[config.mk]
export PLATFORM = sky130hd
export DESIGN_NAME = alu_op_queue
export DESIGN_NICKNAME = d
export VERILOG_FILES = /design/src/rtl/alu_op_queue_pkg.sv /design/src/rtl/alu_op_fifo.sv /design/src/rtl/alu_op_queue.sv
export SDC_FILE = /design/constraint.sdc
export NUM_CORES = 1
export LEC_CHECK = 0
export BUFFER_PORTS_ARGS = -buffer_cell sky130_fd_sc_hd__clkbuf_2
export CORE_MARGIN = 4
export CORE_UTILIZATION = 45
export CTS_CLUSTER_DIAMETER = 150
export DETAILED_ROUTE_END_ITERATION = 16
export PLACE_DENSITY_LB_ADDON = 0.3
export SYNTH_ARGS = -nofsm -noshare
export SYNTH_HDL_FRONTEND = slang
export SYNTH_HIERARCHICAL = 1
export SYNTH_SLANG_ARGS = --single-unit
export TNS_END_PERCENT = 100
[constraint.sdc]
create_clock -name clk -period 4.7 [get_ports clk]
set_clock_uncertainty 0.05 [all_clocks]
set_input_delay 0.235 -clock clk [delete_from_list [all_inputs] [get_ports clk]]
set_output_delay 0.235 -clock clk [all_outputs]
set_load 0.01 [all_outputs]
[src/rtl/alu_op_queue_pkg.sv]
// alu_pkg: shared widths, instruction/response packing and stage states.
package alu_pkg;

  localparam int OPC_W   = 3;
  localparam int SRC_W   = 4;
  localparam int RES_W   = 6;
  localparam int INSTR_W = 11;
  localparam int RESP_W  = 8;

  typedef struct packed {
    logic [OPC_W-1:0] opcode;
    logic [SRC_W-1:0] src_a;
    logic [SRC_W-1:0] src_b;
  } instr_t;

  typedef struct packed {
    logic [RES_W-1:0] alu_out;
    logic             overflow;
    logic             zero;
  } resp_t;

  typedef enum logic {ISS_EMPTY, ISS_LIVE} iss_state_t;
  typedef enum logic {RES_EMPTY, RES_HELD} res_state_t;

`ifdef ALU_QUEUE_STATS_EN
  function automatic logic [7:0] sat_inc(input logic [7:0] v);
    return (v == '1) ? v : v + 8'd1;
  endfunction
`endif

endpackage

[src/rtl/alu_op_fifo.sv]
// alu_op_fifo: DEPTH-entry instruction FIFO with flush and occupancy count.
// Caller guarantees push only when not full and pop only when not empty.
module alu_op_fifo
  import alu_pkg::*;
#(
  parameter int DEPTH = 8,
  parameter int PTR_W = 3
) (
  input  logic           clk,
  input  logic           reset,
  input  logic           flush,
  input  logic           push,
  input  logic           pop,
  input  instr_t         wr_data,
  output instr_t         rd_data,
  output logic [PTR_W:0] count
);

  instr_t           mem [DEPTH];
  logic [PTR_W-1:0] wr_ptr;
  logic [PTR_W-1:0] rd_ptr;

  assign rd_data = mem[rd_ptr];

  always_ff @(posedge clk) begin
    if (push) begin
      mem[wr_ptr] <= wr_data;
    end
  end

  always_ff @(posedge clk or posedge reset) begin
    if (reset) begin
      wr_ptr <= '0;
      rd_ptr <= '0;
      count  <= '0;
    end else if (flush) begin
      wr_ptr <= '0;
      rd_ptr <= '0;
      count  <= '0;
    end else begin
      if (push) begin
        wr_ptr <= wr_ptr + 1'b1;
      end
      if (pop) begin
        rd_ptr <= rd_ptr + 1'b1;
      end
      case ({push, pop})
        2'b10:   count <= count + 1'b1;
        2'b01:   count <= count - 1'b1;
        default: count <= count;
      endcase
    end
  end

endmodule

[src/rtl/alu_op_queue.sv]
// alu_op_queue: instruction queue feeding a combinational ALU, with an issue
// register and a result register. Optional stats counters: ALU_QUEUE_STATS_EN.
module alu_op_queue
  import alu_pkg::*;
#(
  parameter int DEPTH = 8,
  parameter int PTR_W = 3
) (
  input  logic               clk,
  input  logic               reset,
  input  logic               flush,
  input  logic               in_valid,
  output logic               in_ready,
  input  logic [INSTR_W-1:0] in_data,
  output logic [OPC_W-1:0]   opcode,
  output logic [SRC_W-1:0]   src_a,
  output logic [SRC_W-1:0]   src_b,
  output logic               iss_valid,
  input  logic [RES_W-1:0]   alu_out,
  input  logic               overflow,
  input  logic               zero,
  output logic               res_valid,
  input  logic               res_ready,
  output logic [RESP_W-1:0]  res_data,
  output logic [PTR_W:0]     count
`ifdef ALU_QUEUE_STATS_EN
  ,
  output logic [7:0]         ovf_cnt,
  output logic [7:0]         zero_cnt
`endif
);

  localparam logic [PTR_W:0] FULL_CNT = (PTR_W+1)'(DEPTH);

  iss_state_t iss_state, iss_next;
  res_state_t res_state, res_next;
  instr_t     head;
  resp_t      resp;
  logic       push, pop, iss_load, res_load;

  assign in_ready  = (count != FULL_CNT);
  assign iss_valid = (iss_state == ISS_LIVE);
  assign res_valid = (res_state == RES_HELD);
  assign res_load  = iss_valid && (!res_valid || res_ready);
  assign iss_load  = (count != '0) && (!iss_valid || res_load);
  assign push      = in_valid && in_ready && !flush;
  assign pop       = iss_load && !flush;
  assign resp      = '{alu_out: alu_out, overflow: overflow, zero: zero};

  alu_op_fifo #(
    .DEPTH (DEPTH),
    .PTR_W (PTR_W)
  ) u_fifo (
    .clk     (clk),
    .reset   (reset),
    .flush   (flush),
    .push    (push),
    .pop     (pop),
    .wr_data (instr_t'(in_data)),
    .rd_data (head),
    .count   (count)
  );

  always_ff @(posedge clk or posedge reset) begin
    if (reset) begin
      iss_state <= ISS_EMPTY;
      res_state <= RES_EMPTY;
    end else begin
      iss_state <= iss_next;
      res_state <= res_next;
    end
  end

  always_comb begin
    iss_next = iss_state;
    res_next = res_state;
    if (flush) begin
      iss_next = ISS_EMPTY;
      res_next = RES_EMPTY;
    end else begin
      if (iss_load) begin
        iss_next = ISS_LIVE;
      end else if (res_load) begin
        iss_next = ISS_EMPTY;
      end
      if (res_load) begin
        res_next = RES_HELD;
      end else if (res_valid && res_ready) begin
        res_next = RES_EMPTY;
      end
    end
  end

  // Data registers only; flush leaves their contents as-is.
  always_ff @(posedge clk or posedge reset) begin
    if (reset) begin
      opcode   <= '0;
      src_a    <= '0;
      src_b    <= '0;
      res_data <= '0;
    end else if (!flush) begin
      if (iss_load) begin
        opcode <= head.opcode;
        src_a  <= head.src_a;
        src_b  <= head.src_b;
      end
      if (res_load) begin
        res_data <= resp;
      end
    end
  end

`ifdef ALU_QUEUE_STATS_EN
  always_ff @(posedge clk or posedge reset) begin
    if (reset) begin
      ovf_cnt  <= '0;
      zero_cnt <= '0;
    end else if (flush) begin
      ovf_cnt  <= '0;
      zero_cnt <= '0;
    end else if (res_load) begin
      if (overflow) begin
        ovf_cnt <= sat_inc(ovf_cnt);
      end
      if (zero) begin
        zero_cnt <= sat_inc(zero_cnt);
      end
    end
  end
`endif

endmodule

==> metrics list <==
- Summing the sequential cell areas from Yosys gives 70.2% of the chip area.
* CTS Buf Count: 17
* Overall power: 0.00347 W
- In this run the worst path has a maximum fanout of 17.
* Yosys top cell by area: sky130_fd_sc_hd__edfxtp_1
- At the worst endpoint, the arrival time is 3040 ps.
- The number of endpoints with negative hold slack in the final report was 0.
* CP endpoint kind: flip-flop
- Startpoint type of the worst setup path: flip-flop
- Endpoint, Worst Hold: iss_valid$_DFFE_PP0P_
- The wire-length estimate of the detail-placed layout is 5.17 mm.
- At the end of the flow, the number of nets in the layout was roughly 360.
- Number of post-CTS setup repair buffers: 0
- Total inserted antenna cells: 0
- Floorplan core area: around 0.010 mm²
- Setup violations remaining at the end of the flow were counted as 0.
* Count of input and output buffers: 49
- After synthesis, the largest area contributor takes up 54.3% of total cell area.
- Headroom to the max-slew limit: 36.4%
* # H-tree levels: 4
- In the final layout, the share of cells above drive strength 1 is 36.4%.
- Launching point of the worst reg2reg path: u_fifo/count[1]$_DFFE_PP0P_
* Kind of critical path: reg2reg
- A synthesized cell averages 19.7 µm².
* Area growth, synth to finish: 25.3%
* Buffer levels on the longest clock path: 2
- Synth top cells by count: sky130_fd_sc_hd__edfxtp_1, sky130_fd_sc_hd__dfrtp_1, sky130_fd_sc_hd__mux2_2
- After routing, the total negative slack on setup checks comes to 0 ps.
* Post-synthesis sequential element count: 119
- In this run the static leakage power is between 2 and 2.5 nW.
- Most used flip-flop cell after synthesis: sky130_fd_sc_hd__edfxtp_1
- # clock sinks: 119
- Final critical-path required period: 2700 ps
* Synthesized instance count: 247
- Dividing the detail-routed via count by the number of cells gives 5.10.
- The cell area that synthesis handed to floorplanning was 0.00487 mm².
- Number of top-level design ports: 50
- Remaining number of nets flagged by the antenna check after routing: 0
- Drt drc: 0
* Site row count: 37
- Power spread over the standard cell area amounts to 570 mW/mm².
- Pre-CTS worst setup slack: 2030 ps
- Number of enable-type register cells in the synthesized netlist: 88
* Async set-reset flop share out of synthesis: 26.1%
* Register clock-pin slew on the reported worst setup and hold paths: roughly 60 ps
- The tool flagged a number of max-cap violations equal to 0.
- Run status: finished, final reports clean
- The total overflow left after global routing is 0.
- Worst path top cell family by delay: simple AND/OR/NAND/NOR gates
* Total die area: ~0.013 mm²
* Worst Path Buf+Inv: 2
- Aggregate routed wire length: 8.63 mm
- The initial utilization of the core area, before any placement, comes to 46.8%.
- For this run, the number of Yosys warnings is 6.
* Number of library cell types mapped by synthesis: 32
- Min-Delay Startpoint: flush
- WP depth: 9
- The final number of max-transition violations was 0.
* Via total after detailed routing: between 2k and 2.5k
* Number of global-route vias before repair: 2,624
- Max stage delay on crit path: 480 ps
- Worst vdd rail ir drop: 0.392 mV
* Required time at the worst-slack endpoint: 5040 ps
- Cell types occupying the most area after synthesis: sky130_fd_sc_hd__edfxtp_1, sky130_fd_sc_hd__dfrtp_1, sky130_fd_sc_hd__mux4_1
- Unrepaired setup endpoints after global routing: no
- In the final routed layout, each cell accounts on average for 17.8 µm.
* FF-to-FF setup slack: between 2000 and 2500 ps
- The worst hold path was traced through 2 stages.
- Final hold slack: ~130 ps
- Critical-path top delay cell: sky130_fd_sc_hd__dfrtp_1
* Total routing usage reported by global routing: 14.8%
- Die outline height: 112 µm
- Slack of the critical path: 2000 ps
- Endpoint of the most critical register-to-register path: u_fifo/count[3]$_DFFE_PP0P_
* First-pass GRT wire length: 14.1 mm
- Achievable frequency: 0.371 GHz
- Antenna violations before repair: 0
* First-pass detailed-route iteration total: 4
* Worst slew pin tran: 954 ps
* Worst R2R Path Depth: 9
- Routability-driven placement finished with a final weighted congestion of 0.750.
* Overall die width: 112 µm
- Most repeated cell in the gate-level netlist after synthesis: sky130_fd_sc_hd__edfxtp_1
- TritonCTS built the clock tree.
- Number of gates given a new drive strength after cts: 0
- In this run the worst hold path is classified as in2reg.
- Entering global routing, the biggest net connects 25 pins.
* Source-to-sink clock delay at the later pin of the worst-skew pair: 510 ps
* Cell-by-cell listing of the critical path: nor4_4, a211oi_4, buf_4, nand2b_1, inv_1, ha_1, o21a_1, o32ai_1, mux2_2
- Final critical-path share of the clock period: 57.3%
- Syn_nets: 275
- In this run the clock root is driven by a sky130_fd_sc_hd__clkbuf_8.
- The detailed router finished its first iteration with 159 violations.
routing by layer:
| metal | part of all wire [%] | vias up | track usage, % |
|---|---|---|---|
| met5 | 0 | - | 0 |
| met1 | 46 | 1240 | 18.9 |
| li1 | - | 1164 | - |
| met3 | 4.1 | 10 | 4.64 |
| met4 | 1.3 | 0 | 4.81 |
| met2 | 49 | 60 | 24.4 |
state kept, by name, indices dropped and copies added, names as in the netlist:
name / flops
u_fifo/mem: 88
res_data: 8
src_a: 4
src_b: 4
u_fifo/count: 4
opcode: 3
u_fifo/rd_ptr: 3
u_fifo/wr_ptr: 3
iss_valid: 1
res_valid: 1
logic make-up (layout without fill, tap and decap cells):
| family | count (synthesis) | count (layout) | share of synthesized area [%] |
|---|---|---|---|
| compound gates | 9 | 9 | 1.31 |
| xor+xnor | 7 | 7 | 1.26 |
| fa+ha+maj | 4 | 4 | 1.03 |
| buf+inv | 13 | 115 | 1.62 |
| flops | 119 | 119 | 70.2 |
| mux | 55 | 55 | 20.0 |
| simple gates | 40 | 40 | 4.60 |
stage by stage:
stage,cell area [µm²],std cells,utilization [%]
floorplan,4870,247,-
global placement,5300,432,50.9
detailed placement,5300,432,50.9
CTS,6100,485,58.6
global route,6100,485,58.6
finish,6100,485,58.6
what timing repair did:
| action | 4_1_cts | 5_1_grt |
|---|---|---|
| hold buffers | 21 | 0 |
| endpoints found under the setup margin | 0 | 0 |
| hold endpoints to repair | 128 | 0 |
final cells by class:
class	instances	area (µm²)
clock buffer	17	414
clock inverter	15	176
fill	745	4320
inverter	3	11.3
multi-input combinational	115	1380
sequential	119	3420
tap	136	170
timing repair buffer	80	531
where the power goes:
group | internal [W] | switching (W)
Clock | 0.000808 | 0.000452
Sequential | 0.00126 | 0.000143
Combinational | 0.000475 | 0.000334
worst max-delay path by stage:
stage	from	end	slack, ps
6_report	u_fifo/count[1]$_DFFE_PP0P_	u_fifo/count[3]$_DFFE_PP0P_	2000
5_1_grt	u_fifo/count[1]$_DFFE_PP0P_	u_fifo/count[3]$_DFFE_PP0P_	1820
4_1_cts	u_fifo/count[1]$_DFFE_PP0P_	u_fifo/count[3]$_DFFE_PP0P_	2000
3_5_place_dp	u_fifo/count[1]$_DFFE_PP0P_	u_fifo/count[3]$_DFFE_PP0P_	2030
3_3_place_gp	u_fifo/count[1]$_DFFE_PP0P_	u_fifo/count[3]$_DFFE_PP0P_	2060
2_1_floorplan	u_fifo/count[1]$_DFFE_PP0P_	u_fifo/count[3]$_DFFE_PP0P_	1990
placed cells by master (no fill, tap or decap), types with 2 or more instances in the layout:
master and instances:
sky130_fd_sc_hd__edfxtp_1 88, sky130_fd_sc_hd__clkbuf_2 49, sky130_fd_sc_hd__dfrtp_1 31, sky130_fd_sc_hd__mux2_2 22, sky130_fd_sc_hd__dlygate4sd3_1 21, sky130_fd_sc_hd__mux4_1 20, sky130_fd_sc_hd__nor2_1 16, sky130_fd_sc_hd__clkbuf_16 16
sky130_fd_sc_hd__buf_4 10, sky130_fd_sc_hd__mux2_4 9, sky130_fd_sc_hd__nand2_1 7, sky130_fd_sc_hd__nand2b_1 6, sky130_fd_sc_hd__xor2_1 5, sky130_fd_sc_hd__nor3_1 4, sky130_fd_sc_hd__ha_1 4, sky130_fd_sc_hd__a21oi_1 3
sky130_fd_sc_hd__inv_1 3, sky130_fd_sc_hd__bufinv_16 3, sky130_fd_sc_hd__clkinv_2 3, sky130_fd_sc_hd__inv_6 3, sky130_fd_sc_hd__clkinv_4 3, sky130_fd_sc_hd__clkinvlp_4 2, sky130_fd_sc_hd__xnor2_1 2, sky130_fd_sc_hd__mux2i_1 2
sky130_fd_sc_hd__mux4_2 2
Power figures use the tool's default switching activity.
